<file path="src/rtl/pos_table_scanner_pkg.sv">
// Shared types and constants for the PoS truth-table scanner.
package pos_table_scanner_pkg;

  localparam int unsigned ROWS  = 16;
  localparam int unsigned ROW_W = $clog2(ROWS);
  localparam int unsigned CNT_W = ROW_W + 1;

  localparam logic [ROWS-1:0] POS_TABLE = 16'h1894;

  typedef enum logic [1:0] {
    ST_IDLE   = 2'd0,
    ST_DRIVE  = 2'd1,
    ST_SAMPLE = 2'd2,
    ST_DONE   = 2'd3
  } state_e;

endpackage

</file>
<file path="src/rtl/pos_function.sv">
// Simplified product-of-sums; S=1 only for minterms 2, 4, 7, 11, 12 of {A,B,C,D}.
module pos_function (
  input  logic A,
  input  logic B,
  input  logic C,
  input  logic D,
  output logic S
);

  assign S = (C | ~D) & (B | C) & (A | B | ~D) &
             (~B | ~C | D) & (~A | ~B | ~C) & (~A | B | D);

endmodule

</file>
<file path="src/rtl/pos_table_scanner.sv">
// Sweeps all 16 input rows through pos_function and compares against a latched golden table.
module pos_table_scanner
  import pos_table_scanner_pkg::*;
(
  input  logic              clk,
  input  logic              rst,
  input  logic              start,
  input  logic              abort,
  input  logic [ROWS-1:0]   expected,
  output logic              busy,
  output logic              done,
  output logic [ROW_W-1:0]  row,
  output logic [ROWS-1:0]   table_out,
  output logic              match,
  output logic [CNT_W-1:0]  fail_count,
  output logic [ROW_W-1:0]  first_fail
);

  localparam logic [ROW_W-1:0] LAST_ROW = ROW_W'(ROWS - 1);

  state_e           state_q, state_d;
  logic [ROW_W-1:0] row_q, row_d;
  logic [ROW_W-1:0] abcd_q, abcd_d;
  logic [ROWS-1:0]  exp_q, exp_d;
  logic [ROWS-1:0]  table_q, table_d;
  logic [CNT_W-1:0] fail_q, fail_d;
  logic [ROW_W-1:0] first_q, first_d;
  logic             match_q, match_d;
  logic             busy_q, busy_d;
  logic             done_q, done_d;
  logic             s;
  logic             mism;

  pos_function u_func (
    .A (abcd_q[3]),
    .B (abcd_q[2]),
    .C (abcd_q[1]),
    .D (abcd_q[0]),
    .S (s)
  );

  always_ff @(posedge clk) begin
    if (rst) begin
      state_q <= ST_IDLE;
      row_q   <= '0;
      abcd_q  <= '0;
      exp_q   <= '0;
      table_q <= '0;
      fail_q  <= '0;
      first_q <= '0;
      match_q <= 1'b0;
      busy_q  <= 1'b0;
      done_q  <= 1'b0;
    end else begin
      state_q <= state_d;
      row_q   <= row_d;
      abcd_q  <= abcd_d;
      exp_q   <= exp_d;
      table_q <= table_d;
      fail_q  <= fail_d;
      first_q <= first_d;
      match_q <= match_d;
      busy_q  <= busy_d;
      done_q  <= done_d;
    end
  end

  // Abort wins over every transition out of DRIVE/SAMPLE, including the capture.
  always_comb begin
    state_d = state_q;
    row_d   = row_q;
    abcd_d  = abcd_q;
    exp_d   = exp_q;
    table_d = table_q;
    fail_d  = fail_q;
    first_d = first_q;
    match_d = match_q;
    mism    = 1'b0;

    unique case (state_q)
      ST_IDLE: begin
        if (start && !abort) begin
          exp_d   = expected;
          table_d = '0;
          fail_d  = '0;
          first_d = '0;
          match_d = 1'b0;
          row_d   = '0;
          state_d = ST_DRIVE;
        end
      end
      ST_DRIVE: begin
        if (abort) begin
          state_d = ST_IDLE;
        end else begin
          abcd_d  = row_q;
          state_d = ST_SAMPLE;
        end
      end
      ST_SAMPLE: begin
        if (abort) begin
          state_d = ST_IDLE;
        end else begin
          table_d[row_q] = s;
          mism = (s != exp_q[row_q]);
          if (mism) begin
            fail_d = fail_q + CNT_W'(1);
            if (fail_q == '0) first_d = row_q;
          end
          if (row_q == LAST_ROW) begin
            match_d = (fail_d == '0);
            state_d = ST_DONE;
          end else begin
            row_d   = row_q + ROW_W'(1);
            state_d = ST_DRIVE;
          end
        end
      end
      ST_DONE: begin
        state_d = ST_IDLE;
      end
      default: begin
        state_d = ST_IDLE;
      end
    endcase

    busy_d = (state_d == ST_DRIVE) || (state_d == ST_SAMPLE);
    done_d = (state_d == ST_DONE);
  end

  assign busy       = busy_q;
  assign done       = done_q;
  assign row        = row_q;
  assign table_out  = table_q;
  assign match      = match_q;
  assign fail_count = fail_q;
  assign first_fail = first_q;

endmodule

</file>
<file path="config.mk">
export PLATFORM = sky130hd
export DESIGN_NAME = pos_table_scanner
export DESIGN_NICKNAME = d
export VERILOG_FILES = /design/src/rtl/pos_table_scanner_pkg.sv /design/src/rtl/pos_function.sv /design/src/rtl/pos_table_scanner.sv
export SDC_FILE = /design/constraint.sdc
export NUM_CORES = 1
export LEC_CHECK = 0
export BUFFER_PORTS_ARGS = -buffer_cell sky130_fd_sc_hd__buf_4
export CORE_ASPECT_RATIO = 1.25
export CORE_MARGIN = 2
export CORE_UTILIZATION = 40
export DETAILED_ROUTE_END_ITERATION = 16
export GPL_TIMING_DRIVEN = 0
export PLACE_DENSITY = 0.61
export SYNTH_ARGS = -nofsm -noshare
export SYNTH_HDL_FRONTEND = slang
export SYNTH_HIERARCHICAL = 1
export SYNTH_SLANG_ARGS = --single-unit
</file>
<file path="constraint.sdc">
create_clock -name clk -period 2.94 [get_ports clk]
set_input_delay 0.147 -clock clk [delete_from_list [all_inputs] [get_ports clk]]
set_output_delay 0.147 -clock clk [all_outputs]
set_load 0.02 [all_outputs]
</file>
[Word level (Yosys, flattened, before mapping)]
Index checks and enable logic that the tools add are counted.
Word-level totals
  bits in registers: 54
  output and inout bits: 32
  logic and storage cells: 93
Cells by class
  $add $sub $neg: 2
  order comparisons: 2
  eq/ne operators: 14
  mux-type cells: 31
  bitwise gates (word level): 20
  reductions and logical operators: 14
Operator list (count)
  16-bit 2-to-1 mux: 2
  16-bit one-hot mux with 2 select lines: 1
  5-bit 2-to-1 mux: 5
  4-bit 2-to-1 mux: 6
  16-bit bitwise mux: 1
  4-bit one-hot mux with 2 select lines: 2
  2-bit inequality test, second input constant: 6
  5-bit zero test: 2
  1-bit bitwise OR: 10
  5-bit one-hot mux with 2 select lines: 1
  2-bit equality test, second input constant: 4
  2-bit 2-to-1 mux: 4
  2-bit one-hot mux with 4 select lines: 1
  4-bit AND reduction: 2
  5-bit by 1-bit adder with 5-bit output, second input constant: 1
  1-bit bitwise AND: 5
  4-bit by 5-bit less-than comparator with 1-bit output, second input constant: 1
  1-bit 2-to-1 mux: 5
  1-bit inverter: 5
  5-bit AND reduction: 1
  4-bit by 1-bit adder with 4-bit output, second input constant: 1
  1-bit binary-select mux with 4-bit select: 1
  1-bit demux with 4-bit select: 1
  2-bit by 1-bit equality test with 1-bit output, second input constant: 2
  11 further kinds: 13

[Longest topological paths before layout]
  depth after elaboration: 15
  gate-level depth with buffers: 8
  depth with buffers taken out: 6

[Hierarchy]
Netlist, hierarchy kept.
By module, submodules not included
  pos_table_scanner: instances 1, cells an instance 308, area each 2590.0 um^2, seq. area each 1081.0 um^2
  pos_function: instances 1, cells an instance 7, area each 35.0 um^2, seq. area each 0.0 um^2

[Least setup slack after synthesis]
No wires, ideal clock.
  path type: reg-to-reg
  start point: register row_q[1] (netlist: row[1])
  end point: register fail_q[4] (netlist: fail_count[4])
  library setup time: 0.074 ns
  data arrival time: 2.475 ns
  setup slack: 0.391 ns
  cell stages (with the launch flop): 7
  clock period less this slack: 2.549 ns
  cells stage by stage: dfxtp_1 -> buf_6 -> mux4_2 -> mux4_2 -> xnor2_4 -> or4_1 -> a31oi_1
Between the ends
  longest elaborated chain between the ends: 8
Ends and longest elaborated chain
  start: declaration: line pos_table_scanner.sv:22  | logic [ROW_W-1:0] row_q, row_d;
  start signal: assignment: line pos_table_scanner.sv:56  | row_q <= row_d;
  1-bit binary-select mux with 4-bit select: line pos_table_scanner.sv:105  | mism = (s != exp_q[row_q]);
  1-bit 2-to-1 mux (implied by the code): line pos_table_scanner.sv:105
  1-bit inequality test: line pos_table_scanner.sv:105
  5-bit 2-to-1 mux: line pos_table_scanner.sv:106  | if (mism) begin
  5-bit 2-to-1 mux: line pos_table_scanner.sv:101  | if (abort) begin
  5-bit 2-to-1 mux: line pos_table_scanner.sv:80  | unique case (state_q)
  5-bit 2-to-1 mux: line pos_table_scanner.sv:101
  5-bit one-hot mux with 2 select lines: line pos_table_scanner.sv:80
  end signal: assignment: line pos_table_scanner.sv:60  | fail_q <= fail_d;
  end: declaration: line pos_table_scanner.sv:26  | logic [CNT_W-1:0] fail_q, fail_d;
No other way between the ends. The select of a mux whose other input is x is not followed.
A chain may end at the register's enable or synchronous reset.

[Worst setup path after layout]
Ends and elaborated chain as after synthesis.

==> summary.md <==
| Metric | Value |
|---|---|
| Outcome | completed |
| Max incr delay on CP | 0.57 ns |
| Port bufs | 50 |
| First-pass GRT wire length | 10.65 mm |
| Kind of critical path | reg2reg |
| WL per Instance | 13.93 um |
| R2R Path Start | row[1] |
| Yosys warning total | 6 |
| TNS Setup | 0 ns |
| Dpl hpwl | 4.698 mm |
| Share of layout cells above drive strength 1 | 0.2038 |
| Total of cells resized after clock tree synthesis | 0 |
| Reg-to-reg endpoint | fail_count[4] |
| Die ar. | 7230 um2 |
| Top-count cell post-synth | dfxtp_1 |
| Largest net degree at the start of global routing | 17 |
| Worst Max-Slew Pin Slew | 0.7222 ns |
| Initial antenna violation count | 0 |
| Die Span Y | 94.57 um |
| Cts-stage hold buffer count | 0 |
| Root buf cell | clkbuf_8 |
| Core area | 6441 um2 |
| Vias in the first global route | 2248 |
| Grt total ovfl | 0 |
| CP Capture Type | register |
| Post-synth top flop | dfxtp_1 |
| Drc violations | 0 |
| # rows | 33 |
| R2R setup slack | 0.35 ns |
| Worst hold path depth | 2 |
| Syn Area/Cell | 8.333 um2 |
| Vias | 2430 |
| Pleak | 1.252 nW |
| Register-to-Register Path Depth | 6 |
| Required time worst endpoint | 3.18 ns |
| Clock sinks | 54 |
| GRT Total Usage | 0.1815 |
| Starting DRT DRC Count | 137 |
| Total Power | 1.291 mW |
| Vias per Instance | 5.283 |
| HP Class | in2reg |
| Pwr dens | 403.0 nW/um2 |
| Fmax | 385.8 MHz |
| Sequential cell area | 1081 um2 |
| Mapped Cells | 315 |
| Num ports | 52 |
| CP most frequent cell | mux4_2 |
| Antenna diodes | 0 |
| CTS Buf Count | 5 |
| GP Congestion | 0.8160 |
| Max-cap violations | 0 |
| Final Hold Fails | 0 |
| Initial core utilization | 0.4075 |
| FF+latch count, synth | 54 |
| Slew margin rel. | 0.5168 |
| Buffer and inverter count on the worst path | 1 |
| Sequential area share after synthesis | 0.4118 |
| Clock Tree Buf Depth | 2 |
| Initial DRT Pass Iterations | 4 |
| Fillcell total | 701 |
| Area contributors post-synth | dfxtp_1 (41%), a21oi_1 (9.9%), nand2_1 (6.1%), nand4_1 (5.0%), mux4_2 (4.3%) |
| Final-report max-slew violation count | 0 |
| CP Cell Sequence | buf_6 > mux4_2 > mux4_2 > xnor2_4 > or4_1 > a31oi_1 |
| Final nets | 399 |
| Post-synth EDFFs | 0 |
| Final setup vio count | 0 |
| Crit-path slowest cell | mux4_2 |
| RSZ-0062 raised after global routing | false |
| Hold EP | state_q[1] |
| Total setup buffers inserted after CTS | 0 |
| Synth area leader | dfxtp_1 |
| CTS tree | yes |
| Delay-heaviest family, CP | multiplexers |
| HP Start | abort |
| Final Cycle Share | 0.8816 |
| Clock skew | 0.01000 ns |
| CP Data Arrival Time | 2.83 ns |
| Post-Syn Area | 2625 um2 |
| Async set or reset register ratio after synthesis | 0 |
| Peak VDD IR | 0.0002485 V |
| H-tree depth | 2 |
| Antenna-violating nets left | 0 |
| Post-Syn Nets | 342 |
| Startpoint Class | register |
| Post-synth top cells | dfxtp_1 (54), a21oi_1 (52), nand2_1 (43) |
| Area of the multi-input gates | 1388 um2 |
| Clock Latency Late Sink | 0.31 ns |
| Crit-path max FO | 10 |
| Top cell type's share of synthesized area | 0.4118 |
| Critical path depth | 6 |
| Die width | 76.46 um |
| Clock-pin slew on the worst setup and hold paths | 0.10 ns |
| Yosys cell types | 42 |
| Area added between synthesis and finish | 22.07% |
| Final min period | 2.592 ns |
| Drt total wl | 6.406 mm |
==> layer usage <==
metal	track usage	part of all wire
met1	0.2132	0.44
met2	0.3429	0.52
met3	0.02772	0.036
met4	0.05152	0.0091
met5	0	0
==> flip-flops by register name, summed over array words and instances, names as in the netlist, 2 cells and up <==
| name | flops |
|---|---|
| exp_q | 16 |
| first_fail | 4 |
| state_q | 2 |
| table_out | 16 |
| row | 4 |
| fail_count | 5 |
| abcd_q | 4 |
==> power breakdown <==
| group | leakage [nW] | switching [mW] | internal, mW |
|---|---|---|---|
| sequential | 0.437 | 0.00644 | 0.743 |
| combinational | 0.768 | 0.0590 | 0.0399 |
| clock | 0.0472 | 0.252 | 0.190 |
| total | 1.25 | 0.318 | 0.974 |
==> placed cells by master (no fill, tap or decap), types with 4 or more instances in the layout <==
cell and count:
dfxtp_1 54, a21oi_1 52, buf_4 51, nand2_1 43, clkbuf_1 21, nand4_1 21
nor2_1 15, o21ai_0 10, nor3_1 9, inv_1 7, mux2i_1 7, o21ai_1 7
ha_1 7, nor2b_1 6, clkbuf_8 6, nand3_1 5, xor2_1 5, mux4_2 5
and3_1 4
==> cell type report <==
class	count	area share
multi-input combinational	224	0.4330
sequential	54	0.3374
timing repair buffer	50	0.1171
tap	87	0.03397
clock inverter	2	0.003905
buffer	29	0.03944
clock buffer	6	0.02577
inverter	8	0.009371
==> worst register-to-register path: stages, from the launching register on <==
cell	delay, ns
dfxtp_1	0.42
buf_6	0.19
mux4_2	0.53
mux4_2	0.57
xnor2_4	0.21
or4_1	0.49
a31oi_1	0.13
==> through the flow <==
| stage | instance area, um2 | hold slack, ns | std cells | util | worst slack (ns) |
|---|---|---|---|---|---|
| after floorplan | 2625 | 0.2263 | 315 | - | 0.3911 |
| after global placement | 3109 | 0.3706 | 452 | 0.4827 | 0.3499 |
| after detailed placement | 3109 | 0.3791 | 452 | 0.4827 | 0.3297 |
| after CTS | 3204 | 0.03949 | 460 | 0.4975 | 0.3107 |
| after global routing | 3204 | 0.05308 | 460 | 0.4975 | 0.2225 |
| final | 3204 | 0.05159 | 460 | 0.4975 | 0.3480 |
==> how the worst max path moves through the flow <==
| stage | startpoint | end |
|---|---|---|
| after floorplan | row[1] | fail_count[4] |
| after global placement | row[1] | first_fail[0] |
| after detailed placement | row[1] | fail_count[4] |
| after CTS | row[1] | fail_count[4] |
| after global routing | row[1] | first_fail[2] |
| final | row[1] | fail_count[4] |
==> cells by family (layout without fill, tap and decap cells) <==
logic type | after synthesis | after routing | synth area share
AND/OR/NAND/NOR | 113 | 113 | 0.2135
multiplexers | 12 | 12 | 0.06959
flip-flops | 54 | 54 | 0.4118
AO/OA/AOI/OAI | 84 | 84 | 0.1783
adder cells (fa/ha/maj) | 7 | 7 | 0.03336
XOR/XNOR | 8 | 8 | 0.03384
buffers and inverters | 37 | 95 | 0.05958
(Power assumes the default switching activity.)
